==> config.mk <==
export PLATFORM = sky130hd
export DESIGN_NAME = uart_rx
export DESIGN_NICKNAME = d
export VERILOG_FILES = /design/src/rtl/uart_rx.sv
export SDC_FILE = /design/constraint.sdc
export NUM_CORES = 1
export LEC_CHECK = 0
export ABC_AREA = 1
export BUFFER_PORTS_ARGS = -buffer_cell sky130_fd_sc_hd__buf_2
export CAP_MARGIN = 20
export CORE_UTILIZATION = 30
export DETAILED_ROUTE_END_ITERATION = 7
export PLACE_DENSITY = 0.48
export SYNTH_ARGS = -nofsm -noshare
export SYNTH_HDL_FRONTEND = slang
export SYNTH_SLANG_ARGS = --single-unit
export TNS_END_PERCENT = 30
==> constraint.sdc <==
create_clock -name clkRx -period 7.15 [get_ports clkRx]
set_clock_uncertainty 0.05 [all_clocks]
set_input_delay 0.3575 -clock clkRx [delete_from_list [all_inputs] [get_ports clkRx]]
set_output_delay 0.3575 -clock clkRx [all_outputs]
set_load 0.05 [all_outputs]
==> src/rtl/uart_rx.sv <==
// UART receiver: 8N1/7+parity frames at a selectable baud rate, presented as bytes through a valid/ack handshake.
// Latency: byte valid one cycle after the stop-bit sample; no backpressure on the line, an unacked byte causes overrun.
module uart_rx #(
    parameter int unsigned CLKS_1200   = 8333,
    parameter int unsigned CLKS_2400   = 4167,
    parameter int unsigned CLKS_4800   = 2083,
    parameter int unsigned CLKS_9600   = 1042,
    parameter int unsigned CLKS_115200 = 87
) (
    input  logic       clkRx,
    input  logic       reset,
    input  logic       serialIn,
    input  logic [2:0] baudRateInput,
    input  logic [1:0] parityInput,
    input  logic       dataAck,
    output logic [7:0] dataOut,
    output logic       dataValid,
    output logic       parityError,
    output logic       frameError,
    output logic       overrun,
    output logic       busy
);

    localparam int CW = 16;

    localparam logic [1:0] IDLE  = 2'd0;
    localparam logic [1:0] START = 2'd1;
    localparam logic [1:0] DATA  = 2'd2;
    localparam logic [1:0] STOP  = 2'd3;

    logic          rx_meta;
    logic          rxs;
    logic [1:0]    state;
    logic [CW-1:0] cpb;
    logic [CW-1:0] half_cpb;
    logic [CW-1:0] clk_count;
    logic [2:0]    bit_index;
    logic [7:0]    shift;
    logic [1:0]    par_mode;
    logic          done;
    logic [7:0]    res_data;
    logic          res_perr;
    logic          res_ferr;
    logic [CW-1:0] cpb_sel;
    logic          cpb_sel_ok;

    assign half_cpb = (cpb - CW'(1)) >> 1;
    assign busy     = (state != IDLE);

    always_ff @(posedge clkRx or negedge reset) begin
        if (!reset) begin
            rx_meta <= 1'b1;
            rxs     <= 1'b1;
        end else begin
            rx_meta <= serialIn;
            rxs     <= rx_meta;
        end
    end

    always_comb begin
        cpb_sel    = CW'(CLKS_9600);
        cpb_sel_ok = 1'b1;
        case (baudRateInput)
            3'd0:    cpb_sel = CW'(CLKS_1200);
            3'd1:    cpb_sel = CW'(CLKS_2400);
            3'd2:    cpb_sel = CW'(CLKS_4800);
            3'd3:    cpb_sel = CW'(CLKS_9600);
            3'd4:    cpb_sel = CW'(CLKS_115200);
            default: cpb_sel_ok = 1'b0;
        endcase
    end

    always_ff @(posedge clkRx or negedge reset) begin
        if (!reset) begin
            state     <= IDLE;
            cpb       <= CW'(CLKS_9600);
            clk_count <= '0;
            bit_index <= '0;
            shift     <= '0;
            par_mode  <= '0;
            done      <= 1'b0;
            res_data  <= '0;
            res_perr  <= 1'b0;
            res_ferr  <= 1'b0;
        end else begin
            done <= 1'b0;
            case (state)
                IDLE: begin
                    clk_count <= '0;
                    bit_index <= '0;
                    if (cpb_sel_ok) cpb <= cpb_sel;
                    if (!rxs) begin
                        state    <= START;
                        par_mode <= parityInput;
                    end
                end
                START: begin
                    if (clk_count == half_cpb) begin
                        clk_count <= '0;
                        state     <= rxs ? IDLE : DATA;
                    end else begin
                        clk_count <= clk_count + CW'(1);
                    end
                end
                DATA: begin
                    if (clk_count == cpb - CW'(1)) begin
                        shift[bit_index] <= rxs;
                        clk_count        <= '0;
                        if (bit_index == 3'd7) begin
                            state <= STOP;
                        end else begin
                            bit_index <= bit_index + 3'd1;
                        end
                    end else begin
                        clk_count <= clk_count + CW'(1);
                    end
                end
                default: begin
                    // Return to IDLE mid-stop-bit so a back-to-back start edge is not missed.
                    if (clk_count == cpb - CW'(1)) begin
                        state     <= IDLE;
                        clk_count <= '0;
                        done      <= 1'b1;
                        res_ferr  <= ~rxs;
                        case (par_mode)
                            2'd1: begin
                                res_data <= {1'b0, shift[6:0]};
                                res_perr <= (shift[7] != (^shift[6:0]));
                            end
                            2'd2: begin
                                res_data <= {1'b0, shift[6:0]};
                                res_perr <= (shift[7] != (~^shift[6:0]));
                            end
                            default: begin
                                res_data <= shift;
                                res_perr <= 1'b0;
                            end
                        endcase
                    end else begin
                        clk_count <= clk_count + CW'(1);
                    end
                end
            endcase
        end
    end

    always_ff @(posedge clkRx or negedge reset) begin
        if (!reset) begin
            dataOut     <= '0;
            dataValid   <= 1'b0;
            parityError <= 1'b0;
            frameError  <= 1'b0;
            overrun     <= 1'b0;
        end else begin
            if (done) begin
                if (!dataValid || dataAck) begin
                    dataOut     <= res_data;
                    parityError <= res_perr;
                    frameError  <= res_ferr;
                    dataValid   <= 1'b1;
                end
            end else if (dataAck) begin
                dataValid <= 1'b0;
            end

            if (done && dataValid && !dataAck) begin
                overrun <= 1'b1;
            end else if (dataAck) begin
                overrun <= 1'b0;
            end
        end
    end

endmodule
==> insert_results.sql <==
INSERT INTO impl_metrics (metric_group, metric, value, unit) VALUES
('clock_tree', 'cts_num_sinks', '65', ''),
('clock_tree', 'cts.path.max_buffers', '2', ''),
('placed_design', 'place.detailed.hpwl', '6.98', 'mm'),
('critical_path', 'crit_path_start_kind', 'register', ''),
('logic_synthesis', 'synth-seq-cells', '65', ''),
('floorplan', 'floorplan.core_area', '12200', 'um2'),
('floorplan', 'fp-row-count', '40', ''),
('sta', 'grt_setup_unrepaired', 'false', ''),
('detailed_routing', 'detailroute.via_count', '3276', ''),
('floorplan', 'die-height', '115', 'um'),
('floorplan', 'fp.dieW', '115', 'um'),
('logic_synthesis', 'synth_top_cell_by_area', 'dfrtp_1', ''),
('sta', 'min_cycle_time_layout', '2.72', 'ns'),
('detailed_routing', 'drc', '0', ''),
('logic_synthesis', 'synth-seq-area-share', '42.6', '%'),
('sta', 'final.period_utilization', '38.0', '%'),
('detailed_routing', 'drt-pass1-iter-count', '4', ''),
('global_route', 'grt_start_max_net_pins', '66', ''),
('logic_synthesis', 'netlist_area', '3830', 'um2'),
('final_layout', 'net_count_reported_at_finish', '560', ''),
('placed_design', 'numPortBuffers', '21', ''),
('power_and_ir_drop', 'power.density', '356', 'nW/um2'),
('critical_path', 'critical_path_peak_fanout', '16', ''),
('logic_synthesis', 'synth.area.top_cells', 'dfrtp_1 (39%), nand2_1 (15%), nor2_1 (6.3%), inv_1 (5.7%), nand3_1 (5.2%)', ''),
('final_layout', 'num_antenna_cells', '0', ''),
('global_route', 'grt.total_usage', '15.3', '%'),
('sta', 'tns', '0', 'ns'),
('clock_tree', 'tritoncts.num_buffers', '9', ''),
('critical_path', 'r2r_end', 'state[1]$_DFFE_PN0P_', ''),
('logic_synthesis', 'syn_avg_cell_area', '7.38', 'um2'),
('detailed_routing', 'route.detailed.wl_per_inst', '12.6', 'um'),
('critical_path', 'ff_to_ff_start', 'cpb[0]$_DFFE_PN0P_', ''),
('logic_synthesis', 'yosysWarnings', '0', ''),
('global_route', 'grt_pass1_vias', '3060', ''),
('sta', 'finalHoldViolCount', '0', ''),
('sta', 'finalMaxSlewViolations', '0', ''),
('run', 'maxCapViolations', '0', ''),
('min_path', 'worst_hold_startpoint', 'serialIn', ''),
('final_layout', 'fraction_of_layout_instances_using_a_drive_strength_above_1', '13.2', '%'),
('min_path', 'hold_end', 'rx_meta$_DFF_PN1_', ''),
('power_and_ir_drop', 'p_leak', '2.19', 'nW'),
('min_path', 'min-delay-path-class', 'input pin to register', ''),
('final_layout', 'most-common-layout-cells', 'nand2_1 (151), nor2_1 (64), dfrtp_1 (60)', ''),
('sta', 'fin_hold_ws', '0.0650', 'ns'),
('clock_tree', 'cts-resized-gates', '0', ''),
('final_layout', 'layout_stage_area_growth_over_the_synthesis_result', '15.4', '%'),
('final_layout', 'layout.cells.most_common', 'nand2_1', ''),
('placed_design', 'routabilityCongestion', '0.879', ''),
('logic_synthesis', 'synthesis.instances', '519', ''),
('floorplan', 'initial_utilization', '31.4', '%'),
('outcome', 'run_status', 'completed', ''),
('clock_tree', 'cts.reportedPaths.clkPinSlew', '0.06', 'ns'),
('detailed_routing', 'avgViaCountPerCell', '4.56', ''),
('floorplan', 'design.die.area', '13200', 'um2'),
('clock_tree', 'h_tree_lvls', '3', ''),
('critical_path', 'required', '7.37', 'ns'),
('critical_path', 'worstPathArrival', '2.94', 'ns'),
('logic_synthesis', 'synth_fp_nets', '533', ''),
('critical_path', 'worstRegToRegCells', '16', ''),
('min_path', 'worst_hold_path.num_cells', '1', ''),
('sta', 'achievable-frequency', '368', 'MHz'),
('clock_tree', 'worstSkewPairLatency', '0.34', 'ns'),
('global_route', 'grt_overflow', '0', ''),
('sta', 'setup_violations', '0', ''),
('critical_path', 'crit_type', 'register to register', ''),
('clock_tree', 'root_buf_cell', 'clkbuf_16', ''),
('detailed_routing', 'drt_wl_total', '9.07', 'mm'),
('critical_path', 'worst_setup_path_end_kind', 'register', ''),
('power_and_ir_drop', 'ir_worst_vdd', '201', 'uV'),
('clock_tree', 'cts_hold_repair.buffers', '0', ''),
('detailed_routing', 'drt_iter0_drc', '160', ''),
('sta', 'tightest_slew', '0.814', 'ns'),
('detailed_routing', 'final_antenna_net_count', '0', ''),
('floorplan', 'ioPinCount', '22', ''),
('global_route', 'antenna_found_initial', '0', ''),
('global_route', 'wire_length_of_the_first_global_routing_pass', '15.2', 'mm'),
('critical_path', 'ff2ff_setup_slack', '4.43', 'ns'),
('clock_tree', 'cts.repair_timing.setup_buffer_count', '0', ''),
('logic_synthesis', 'synth_top_area_share', '39.2', '%'),
('sta', 'slew_headroom', '45.8', '%'),
('logic_synthesis', 'distinct_cell_type_count_of_the_synthesized_netlist', '35', ''),
('clock_tree', 'tritoncts', 'yes', '');
==> worst max-delay path by stage <==
stage / startpoint / to / slack [ns] / depth (start not counted)
6_report: cpb[0]$_DFFE_PN0P_ / state[1]$_DFFE_PN0P_ / 4.43 / 16
5_1_grt: cpb[0]$_DFFE_PN0P_ / state[1]$_DFFE_PN0P_ / 4.12 / 16
4_1_cts: cpb[0]$_DFFE_PN0P_ / state[1]$_DFFE_PN0P_ / 4.41 / 16
3_5_place_dp: cpb[0]$_DFFE_PN0P_ / state[1]$_DFFE_PN0P_ / 4.43 / 16
3_3_place_gp: cpb[0]$_DFFE_PN0P_ / res_data[7]$_DFFE_PN0P_ / 4.55 / 16
2_1_floorplan: cpb[1]$_DFFE_PN1P_ / res_ferr$_DFFE_PN0P_ / 4.85 / 17
==> registers in the layout, summed over array words and instances (netlist names) <==
name         flops
clk_count       16
cpb              9
dataOut          8
res_data         8
shift            8
bit_index        3
par_mode         2
state            2
dataValid        1
done             1
frameError       1
overrun          1
parityError      1
res_ferr         1
res_perr         1
rx_meta          1
rxs              1
==> routing by layer <==
metal / vias to the layer above / GRT usage (%) / part of all wire, %
met1: 1486 / 20.3 / 50
met4: 0 / 8.40 / 2.9
met2: 57 / 23.5 / 44
met3: 15 / 2.79 / 3.3
met5: - / 0 / 0
li1: 1718 / - / -
==> final cells by class <==
| class | instances | area (um2) |
|---|---|---|
| Clock inverter | 7 | 77.6 |
| Clock buffer | 9 | 225 |
| Inverter | 63 | 236 |
| Fill cell | 1342 | 7790 |
| Multi-Input combinational cell | 385 | 1930 |
| Timing Repair Buffer | 22 | 113 |
| Sequential cell | 65 | 1630 |
| Tap cell | 168 | 210 |
==> cell usage after synthesis, drive strengths merged <==
cell and number:
a22oi 1, mux2 2, a21oi 7, o21ai 40
xor2 16, inv 63, o21bai 1, o211ai 1
nor2 74, buf 3, nand3b 1, o22ai 1
and3 1, nand2 159, nand3 43, nor4 2
nand4 16, dfstp 5, o21a 3, ha 5
nor3 8, xnor2 4, dfrtp 60, clkbuf 3
==> critical path, cell delays in order (launching register included) <==
cell,delay [ns]
dfrtp_1,0.38
inv_1,0.13
ha_1,0.34
inv_2,0.10
nor2_4,0.14
nand3_2,0.12
nand2_1,0.14
nand3_1,0.09
nand2_1,0.12
nand3_1,0.10
nor2_1,0.12
nand3_1,0.14
nand2_1,0.12
nand2_1,0.11
inv_2,0.27
nand3_1,0.11
nand2_1,0.08
==> report_power, final <==
part	leakage (nW)	switching [mW]	internal [mW]
registers	0.855	0.0869	0.436
clock network	0.146	0.175	0.273
logic	1.19	0.392	0.211
==> logic make-up (layout without fill, tap and decap cells) <==
kind of cell             after synthesis  count (layout)  share of synthesized area (%)
flip-flops                            65              65                           42.6
AO/OA/AOI/OAI                         54              54                           7.48
AND/OR/NAND/NOR                      304             304                           36.0
buffers and inverters                 69             101                           7.12
multiplexers                           2               2                          0.588
XOR/XNOR                              20              20                           4.57
adder cells (fa/ha/maj)                5               5                           1.63
==> metrics by stage <==
stage | utilization (%) | setup WS [ns] | std cells | cell area [um2] | power (mW)
after detailed placement | 33.7 | 4.43 | 703 | 4120 | 1.13
after CTS | 36.2 | 4.41 | 719 | 4420 | 1.59
after floorplan | - | 4.85 | 519 | 3830 | 0.981
after global routing | 36.2 | 4.12 | 719 | 4420 | 1.70
after global placement | 33.7 | 4.55 | 703 | 4120 | 1.13
final | 36.2 | 4.43 | 719 | 4420 | 1.57
Note: power is estimated with default switching activity, not from simulation.
